<file path="config.mk">
export PLATFORM = sky130hd
export DESIGN_NAME = adder_seq_ctrl
export DESIGN_NICKNAME = d
export VERILOG_FILES = /design/src/rtl/adder_seq_pkg.sv /design/src/rtl/btn_debounce.sv /design/src/rtl/adder_seq_ctrl.sv
export SDC_FILE = /design/constraint.sdc
export NUM_CORES = 1
export LEC_CHECK = 0
export ABC_AREA = 1
export CORE_UTILIZATION = 35
export CTS_BUF_LIST = sky130_fd_sc_hd__clkbuf_8
export DETAILED_ROUTE_END_ITERATION = 7
export PLACE_DENSITY = 0.62
export REMOVE_ABC_BUFFERS = 1
export SLEW_MARGIN = 20
export SYNTH_ARGS = -nofsm -noshare
export SYNTH_HDL_FRONTEND = slang
export SYNTH_HIERARCHICAL = 1
export SYNTH_SLANG_ARGS = --single-unit
</file>
<file path="constraint.sdc">
create_clock -name clk -period 1.7 [get_ports clk]
set_clock_uncertainty 0.1 [all_clocks]
set_input_delay 0.34 -clock clk [delete_from_list [all_inputs] [get_ports clk]]
set_output_delay 0.34 -clock clk [all_outputs]
set_load 0.05 [all_outputs]
</file>
<file path="src/rtl/adder_seq_pkg.sv">
// rtl/adder_seq_pkg.sv - shared state type and default parameters for the adder sequencer
package adder_seq_pkg;

    localparam int DEF_W         = 3;
    localparam int DEF_LAT       = 1;
    localparam int DEF_DB_CYCLES = 4;

    typedef enum logic [2:0] {
        ST_IDLE   = 3'd0,
        ST_LOAD_A = 3'd1,
        ST_LOAD_B = 3'd2,
        ST_EXEC   = 3'd3,
        ST_SHOW   = 3'd4
    } state_t;

endpackage

</file>
<file path="src/rtl/btn_debounce.sv">
// rtl/btn_debounce.sv - push-button synchronizer, stability window and single-cycle step pulse
module btn_debounce
    import adder_seq_pkg::*;
#(
    parameter int DB_CYCLES = DEF_DB_CYCLES
) (
    input  logic clk,
    input  logic rst_n,
    input  logic btn_raw,
    output logic step_pulse
);

    localparam int CW = $clog2(DB_CYCLES + 1);
    localparam logic [CW-1:0] CNT_LAST = CW'(DB_CYCLES - 1);

    logic          sync1;
    logic          sync2;
    logic [CW-1:0] cnt;
    logic          wait_low;
    logic          level_ok;
    logic          window_done;

    // wait_low = 0: armed, counting high cycles; wait_low = 1: counting low cycles to re-arm
    assign level_ok    = wait_low ? ~sync2 : sync2;
    assign window_done = level_ok && (cnt == CNT_LAST);

    // two-flop synchronizer for the asynchronous button
    always_ff @(posedge clk) begin
        if (!rst_n) begin
            sync1 <= 1'b0;
            sync2 <= 1'b0;
        end else begin
            sync1 <= btn_raw;
            sync2 <= sync1;
        end
    end

    // stability counter: any break in the awaited level restarts the window
    always_ff @(posedge clk) begin
        if (!rst_n) begin
            cnt        <= '0;
            wait_low   <= 1'b0;
            step_pulse <= 1'b0;
        end else begin
            step_pulse <= 1'b0;
            if (!level_ok) begin
                cnt <= '0;
            end else if (window_done) begin
                cnt        <= '0;
                wait_low   <= ~wait_low;
                step_pulse <= ~wait_low;
            end else begin
                cnt <= cnt + 1'b1;
            end
        end
    end

endmodule

</file>
<file path="src/rtl/adder_seq_ctrl.sv">
// rtl/adder_seq_ctrl.sv - step-driven operand load / execute / show sequencer for an external adder
module adder_seq_ctrl
    import adder_seq_pkg::*;
#(
    parameter int W         = DEF_W,
    parameter int LAT       = DEF_LAT,
    parameter int DB_CYCLES = DEF_DB_CYCLES
) (
    input  logic         clk,
    input  logic         rst_n,
    input  logic         btn_step,
    input  logic [W-1:0] sw_op,
    input  logic         sw_mode,
    output logic [W-1:0] add_a,
    output logic [W-1:0] add_b,
    output logic         add_cm1,
    input  logic [W:0]   add_data,
    input  logic         add_ov,
    output logic [W:0]   disp_data,
    output logic         ov_led,
    output logic [2:0]   state_code,
    output logic         busy,
    output logic [7:0]   op_count
);

    localparam logic [2:0] LAT_LAST = 3'(LAT);

    state_t       state_q;
    state_t       state_d;
    logic         step;
    logic         latch_a;
    logic         latch_b;
    logic         capture;
    logic [W-1:0] a_q;
    logic [W-1:0] b_q;
    logic         cm1_q;
    logic [W:0]   result_q;
    logic         ov_q;
    logic [W:0]   disp_hold_q;
    logic [2:0]   lat_q;
    logic [2:0]   lat_inc;
    logic [7:0]   op_count_q;

    btn_debounce #(
        .DB_CYCLES (DB_CYCLES)
    ) u_debounce (
        .clk        (clk),
        .rst_n      (rst_n),
        .btn_raw    (btn_step),
        .step_pulse (step)
    );

    // counter value this EXEC cycle brings it to; capture happens on the LAT-th cycle
    assign lat_inc = lat_q + 3'd1;

    // state register
    always_ff @(posedge clk) begin
        if (!rst_n) begin
            state_q <= ST_IDLE;
        end else begin
            state_q <= state_d;
        end
    end

    // next state and latch strobes; steps in EXEC are simply not looked at
    always_comb begin
        state_d = state_q;
        latch_a = 1'b0;
        latch_b = 1'b0;
        capture = 1'b0;
        case (state_q)
            ST_IDLE:   if (step) state_d = ST_LOAD_A;
            ST_LOAD_A: if (step) begin
                latch_a = 1'b1;
                state_d = ST_LOAD_B;
            end
            ST_LOAD_B: if (step) begin
                latch_b = 1'b1;
                state_d = ST_EXEC;
            end
            ST_EXEC:   if (lat_inc == LAT_LAST) begin
                capture = 1'b1;
                state_d = ST_SHOW;
            end
            ST_SHOW:   if (step) state_d = ST_LOAD_A;
            default:   state_d = ST_IDLE;
        endcase
    end

    // operand, latency, result and counter registers
    always_ff @(posedge clk) begin
        if (!rst_n) begin
            a_q        <= '0;
            b_q        <= '0;
            cm1_q      <= 1'b0;
            lat_q      <= '0;
            result_q   <= '0;
            ov_q       <= 1'b0;
            op_count_q <= '0;
        end else begin
            if (latch_a) begin
                a_q <= sw_op;
            end
            if (latch_b) begin
                b_q   <= sw_op;
                cm1_q <= sw_mode;
                lat_q <= '0;
            end else if (state_q == ST_EXEC) begin
                lat_q <= lat_inc;
            end
            if (capture) begin
                result_q   <= add_data;
                ov_q       <= add_ov;
                op_count_q <= op_count_q + 8'd1;
            end
        end
    end

    // remembers the last shown value so EXEC can keep the display frozen
    always_ff @(posedge clk) begin
        if (!rst_n) begin
            disp_hold_q <= '0;
        end else if (state_q != ST_EXEC) begin
            disp_hold_q <= disp_data;
        end
    end

    // display mux: live switches while loading, frozen in EXEC, result in SHOW
    always_comb begin
        disp_data = '0;
        case (state_q)
            ST_LOAD_A, ST_LOAD_B: disp_data = {1'b0, sw_op};
            ST_EXEC:              disp_data = disp_hold_q;
            ST_SHOW:              disp_data = result_q;
            default:              disp_data = '0;
        endcase
    end

    assign add_a      = a_q;
    assign add_b      = b_q;
    assign add_cm1    = cm1_q;
    assign ov_led     = ov_q;
    assign state_code = state_q;
    assign busy       = (state_q == ST_EXEC);
    assign op_count   = op_count_q;

endmodule

</file>
* After elaboration in Yosys (flattened, before gate mapping)
Cells that the tools add are included.
** Cells by class
- Bitwise gates (word level) :: 4
- Add/sub/neg operators :: 3
- Equal/unequal tests :: 11
- Multiplexer cells :: 12
- Reduce and logical (&&, ||, !) cells :: 9
** Operators with widths (count)
- $mux 3 :: 4
- $pmux 3 s4 :: 1
- $pmux 4 s3 :: 1
- $eq 3x2->1 const B :: 3
- $add 8x1->8 const B :: 1
- $ne 2x1->1 const B :: 4
- $add 3x1->3 const B :: 2
- $eq 3x1->1 const B :: 2
- $mux 1 :: 6
- $reduce_or 2->1 :: 3
- $not 1->1 :: 4
- $reduce_and 4->1 :: 1
- $eq 3x3->1 const B :: 1
- $logic_not 3->1 :: 1
- $ne 3x2->1 const B :: 1
- $reduce_and 3->1 :: 1
- $reduce_or 3->1 :: 1
- $reduce_and 2->1 :: 1
- $logic_and 1x1->1 :: 1
** Storage, ports and cells
- Output and inout bits :: 24
- Register bits after elaboration :: 37

* Longest topological paths before layout
- Depth after elaboration :: 4
- Gate-level depth with buffers :: 10

* Modules after synthesis
Netlist, hierarchy kept.
** By module, submodules not included
- adder_seq_ctrl :: area an instance 1441.4 um^2, instances 1, cells an instance 207
- btn_debounce :: area an instance 255.2 um^2, instances 1, cells an instance 30

* Worst setup path after synthesis
OpenSTA, ideal clock, no wires.
- Path type :: flip-flop to output port
- Start :: reg state_q[0] (netlist: state_code[0])
- End :: out disp_data[0]
- Arrival time :: 1.718 ns
- Stages on the path, launching flop included :: 7
- Path slack :: -0.458 ns
- Required time :: 1.260 ns
- Path buffers :: 0
- Cells stage by stage :: dfxtp_1 > inv_2 > nor2_8 > nand2_1 > nand2_1 > inv_1 > nand2_1
** On the way
- Elaborated cells on any way between the ends :: 6
- Those cells by class :: 4 x eq/ne; 1 x mux; 1 x reduce/logical
** RTL lines
- start: declaration :: RTL line adder_seq_ctrl.sv:28 : state_t state_q;
- start signal: assignment :: RTL line adder_seq_ctrl.sv:61 : state_q <= state_d;
- $eq 3x2->1
- net busy :: RTL line adder_seq_ctrl.sv:22 : output logic busy,
- $pmux 4 s3 :: RTL line adder_seq_ctrl.sv:131 : case (state_q)
- end: declaration :: RTL line adder_seq_ctrl.sv:19 : output logic [W:0] disp_data,
The timed path passes the listed nets, and every way through them passes these cells.

* Worst setup path in the final report
- Start :: reg state_q[1] (netlist: state_code[1])
- End :: out disp_data[1]
** On the way
- Longest elaborated chain between the ends :: 3
- Elaborated cells on any way between the ends :: 6
- Those cells by class :: 4 x eq/ne; 1 x mux; 1 x reduce/logical
** RTL lines (RTL line)
- $eq 3x1->1 or $eq 3x2->1 (tied branches) :: adder_seq_ctrl.sv:131
- $reduce_or 2->1 :: adder_seq_ctrl.sv:131
- $pmux 4 s3 * :: adder_seq_ctrl.sv:131
Every way passes the cells marked *; elsewhere a longest branch is shown, timed or not.

==> metrics.md <==
| Metric | Value |
|---|---|
| GPL Wtd Cong | `a little under 0.8` |
| Clock sinks | `37` |
| Crit. End Element | `output pin` |
| Setup TNS | `-0.113 ns` |
| Core area | `4500 µm²` |
| Violated checks | `setup timing` |
| Power Dens Cells | `around 600 nW/µm²` |
| Hold Path Stages | `1` |
| Finish-stage setup viols | `3` |
| GRT Total Usage | `about 15%` |
| Final WL | `approximately 3800 µm` |
| Hold Vio Cnt, Final | `0` |
| Crit path max-delay cell type | `dfxtp_4` |
| CP Launch Type | `flip-flop` |
| Syn avg cell area | `just over 7 µm²` |
| Pleak | `around 1.1 nW` |
| Crit-path cells | `inv_1 > nand3_1 > nand2_2 > nand2_2 > nand2_2 > buf_12` |
| Internal | `1.18 mW` |
| NetSw | `roughly 0.32 mW` |
| Fill cell count | `429` |
| Num CTS Buffers | `5` |
| VDD IR max | `slightly above 0.5 mV` |
| Comb pwr share | `under 10%` |
| CP arrival | `roughly 1.3 ns` |
| Max FO, Critical Path | `4` |
| ANT cells | `0` |
| Flop pwr share | `58.0%` |
| Remaining DRCs | `0` |
| Synth-to-layout area growth | `47.1%` |
| Clock tree root driver cell | `clkbuf_8` |
| Crit-path max cell delay | `roughly 0.37 ns` |
| Result of the run | `finished with violations` |
| Ranking of synthesized cells by area | `dfxtp_1 44%, nand2_1 12%, nor2_1 9.3%, inv_1 6.4%, nand3_1 4.1%` |
| R2R depth | `9` |
| Post-Syn Instances | `237` |
| Cell variety after synth | `26` |
| Die area | `slightly above 5000 µm²` |
| TritonRoute pass-1 iters | `4` |
| Mapped cell area | `around 1700 µm²` |
| Clk pwr share | `between 30% and 40%` |
| 1st-iter DRT viols | `between 80 and 90` |
| Switching share of power | `between 20% and 30%` |
| Worst-path clk slew | `around 0.07 ns` |
| Delay-heaviest family, CP | `simple AND/OR/NAND/NOR gates` |
| Top-area cell type share of the netlist area | `between 40 and 50%` |
| Largest net degree at the start of global routing | `20` |
| Crit. path cell count | `6` |
| Via count | `roughly 1600` |
| Htree depth | `2` |
| Dpl hpwl | `2730 µm` |
| Yosys warns | `6` |
| Site Rows | `24` |
| Number of global-route vias before repair | `~1400` |
| Share of layout cells above drive strength 1 | `between 20 and 30%` |
| Initial Util | `between 30% and 40%` |
| I/O Pins | `36` |
| Initial antenna violation count | `0` |
| Min Tclk post-route | `1.75 ns` |
| Post-CTS Hold Buffers | `0` |
| Worst Tran Pin Value | `between 0.5 and 0.6 ns` |
| CP most frequent cell | `nand2_2` |
| First-pass GRT wire length | `6180 µm` |
| Maximum capacitance violations | `0` |
| Seq/Total Area, Yosys | `43.7%` |
| Relative slew slack | `roughly 64%` |
| Synth area leader | `dfxtp_1` |
| Port Buffers | `35` |
| Nets@finish | `approximately 310` |
| Clk buf depth | `2` |
| Period utilization | `103%` |
| GRT overflow | `0` |
| Worst slack at placement | `0.0487 ns` |
| Count of pins over their slew limit | `0` |
| Horiz. Die Dim | `between 70 and 80 µm` |
| Commonest non-fill, non-tap cell in the layout | `nand2_1` |
| CTS tree | `built` |
| HP Class | `flip-flop to flip-flop` |
| Per-cell routed wire length | `around 11 µm` |
| Final setup margin | `-0.0453 ns` |
| Die Ht | `slightly above 70 µm` |
| Critical Path RT | `between 1 and 1.5 ns` |
| Critical path type | `flip-flop to output pin` |
| Vias per cell | `~4.7` |
| Worst Path Buf+Inv | `2` |
| Highest-count cells in the layout ignoring fill and taps | `46 x nand2_1, 41 x nor2_1, 34 x dfxtp_1` |
| Final ANT Viol Nets | `0` |
| Yosys reg bits | `37` |
| RSZ-0062 raised after global routing | `yes` |
| Clk Latency, worst-skew pair | `roughly 0.28 ns` |
| Fmax | `between 500 and 600 MHz` |
layer usage:
layer,share of wire (%),GRT usage (%)
met1,47,19.8
met2,49,25.1
met3,4.0,3.23
met4,0.86,6.54
met5,0,0
sequential cells by signal, indices dropped and copies added, names as in the netlist:
| register | count |
|---|---|
| u_debounce/step_pulse | 1 |
| u_debounce/sync2 | 1 |
| add_a | 3 |
| u_debounce/wait_low | 1 |
| ov_led | 1 |
| add_cm1 | 1 |
| result_q | 4 |
| u_debounce/sync1 | 1 |
| lat_q | 3 |
| disp_hold_q | 4 |
| add_b | 3 |
| op_count | 8 |
| state_code | 3 |
| u_debounce/cnt | 3 |
worst reg2reg max path, stage by stage (launching register included):
cell,delay [ns]
dfxtp_1,0.36
ha_1,0.17
inv_1,0.04
nand2_1,0.06
nand3_1,0.11
buf_4,0.17
nor2_4,0.12
buf_12,0.14
nand2_2,0.06
a21oi_2,0.12
stage by stage:
stage	hold slack, ns	area (µm²)	power, mW	std cells	utilization, %
global route	0.339	2500	1.57	344	55.4
finish	0.318	2500	1.50	344	55.4
global placement	0.296	2330	0.949	332	51.7
floorplan	0.290	1660	0.903	232	-
detailed placement	0.306	2330	0.949	332	51.7
CTS	0.321	2450	1.53	342	54.5
path summary, 6_finish.rpt:
path / start / end / slack, ns
worst max-delay path: state_code[1]$_SDFFE_PN0P_ / disp_data[1] / -0.05
worst max register to register: lat_q[0]$_SDFFE_PP0N_ / op_count[2]$_SDFFE_PN0P_ / 0.18
worst min-delay path: u_debounce/cnt[0]$_SDFF_PP0_ / u_debounce/cnt[0]$_SDFF_PP0_ / 0.32
worst min register to register: u_debounce/cnt[0]$_SDFF_PP0_ / u_debounce/cnt[0]$_SDFF_PP0_ / 0.32
what timing repair did:
action / in CTS / in global routing
pin swaps: 6 / 6
resized for setup: 14 / 6
endpoints found under the hold margin: 0 / 0
endpoints found under the setup margin: 5 / 7
setup buffers: 2 / 2
cell usage after synthesis:
library cell and n:
inv_2 3, nand3_2 1, nor2_2 1, a211oi_1 2, o21ai_1 1, nor2_4 1
dfxtp_1 37, a21oi_1 13, o21ai_0 14, nand2_1 56, nand4_1 1, nor2_1 42
inv_1 29, nand2_4 1, ha_1 5, nand3_1 14, clkbuf_1 1, buf_6 2
xnor2_1 1, nand2_2 3, xor2_1 1, a21oi_2 4, inv_6 1, nor2_8 1
buf_2 1, buf_1 1
layout make-up:
| type | count | area, µm² | share of cell area (%) |
|---|---|---|---|
| clock buffers | 5 | 68.8 | 2.76 |
| clock inverters | 3 | 13.8 | 0.551 |
| inverters | 33 | 131 | 5.26 |
| multi-input cells | 162 | 825 | 33.0 |
| flip-flops and latches | 37 | 749 | 30.0 |
| well taps | 52 | 65.1 | 2.61 |
| repair buffers | 52 | 643 | 25.8 |
logic make-up after synthesis:
kind of cell	share of synthesized area, %
AO/OA/AOI/OAI	11.2
XOR/XNOR	1.03
adder cells (fa/ha/maj)	3.69
buffers and inverters	9.66
flip-flops	43.7
AND/OR/NAND/NOR	30.8
power by group through the flow:
stage          combinational, mW  sequential [mW]  clock [mW]
6_report                  0.0584            0.868       0.569
5_1_grt                   0.0629            0.867       0.638
4_1_cts                   0.0589            0.867       0.599
3_5_place_dp              0.0578            0.891           0
3_3_place_gp              0.0579            0.891           0
2_1_floorplan             0.0124            0.890           0
Note: power is estimated with default switching activity, not from simulation.
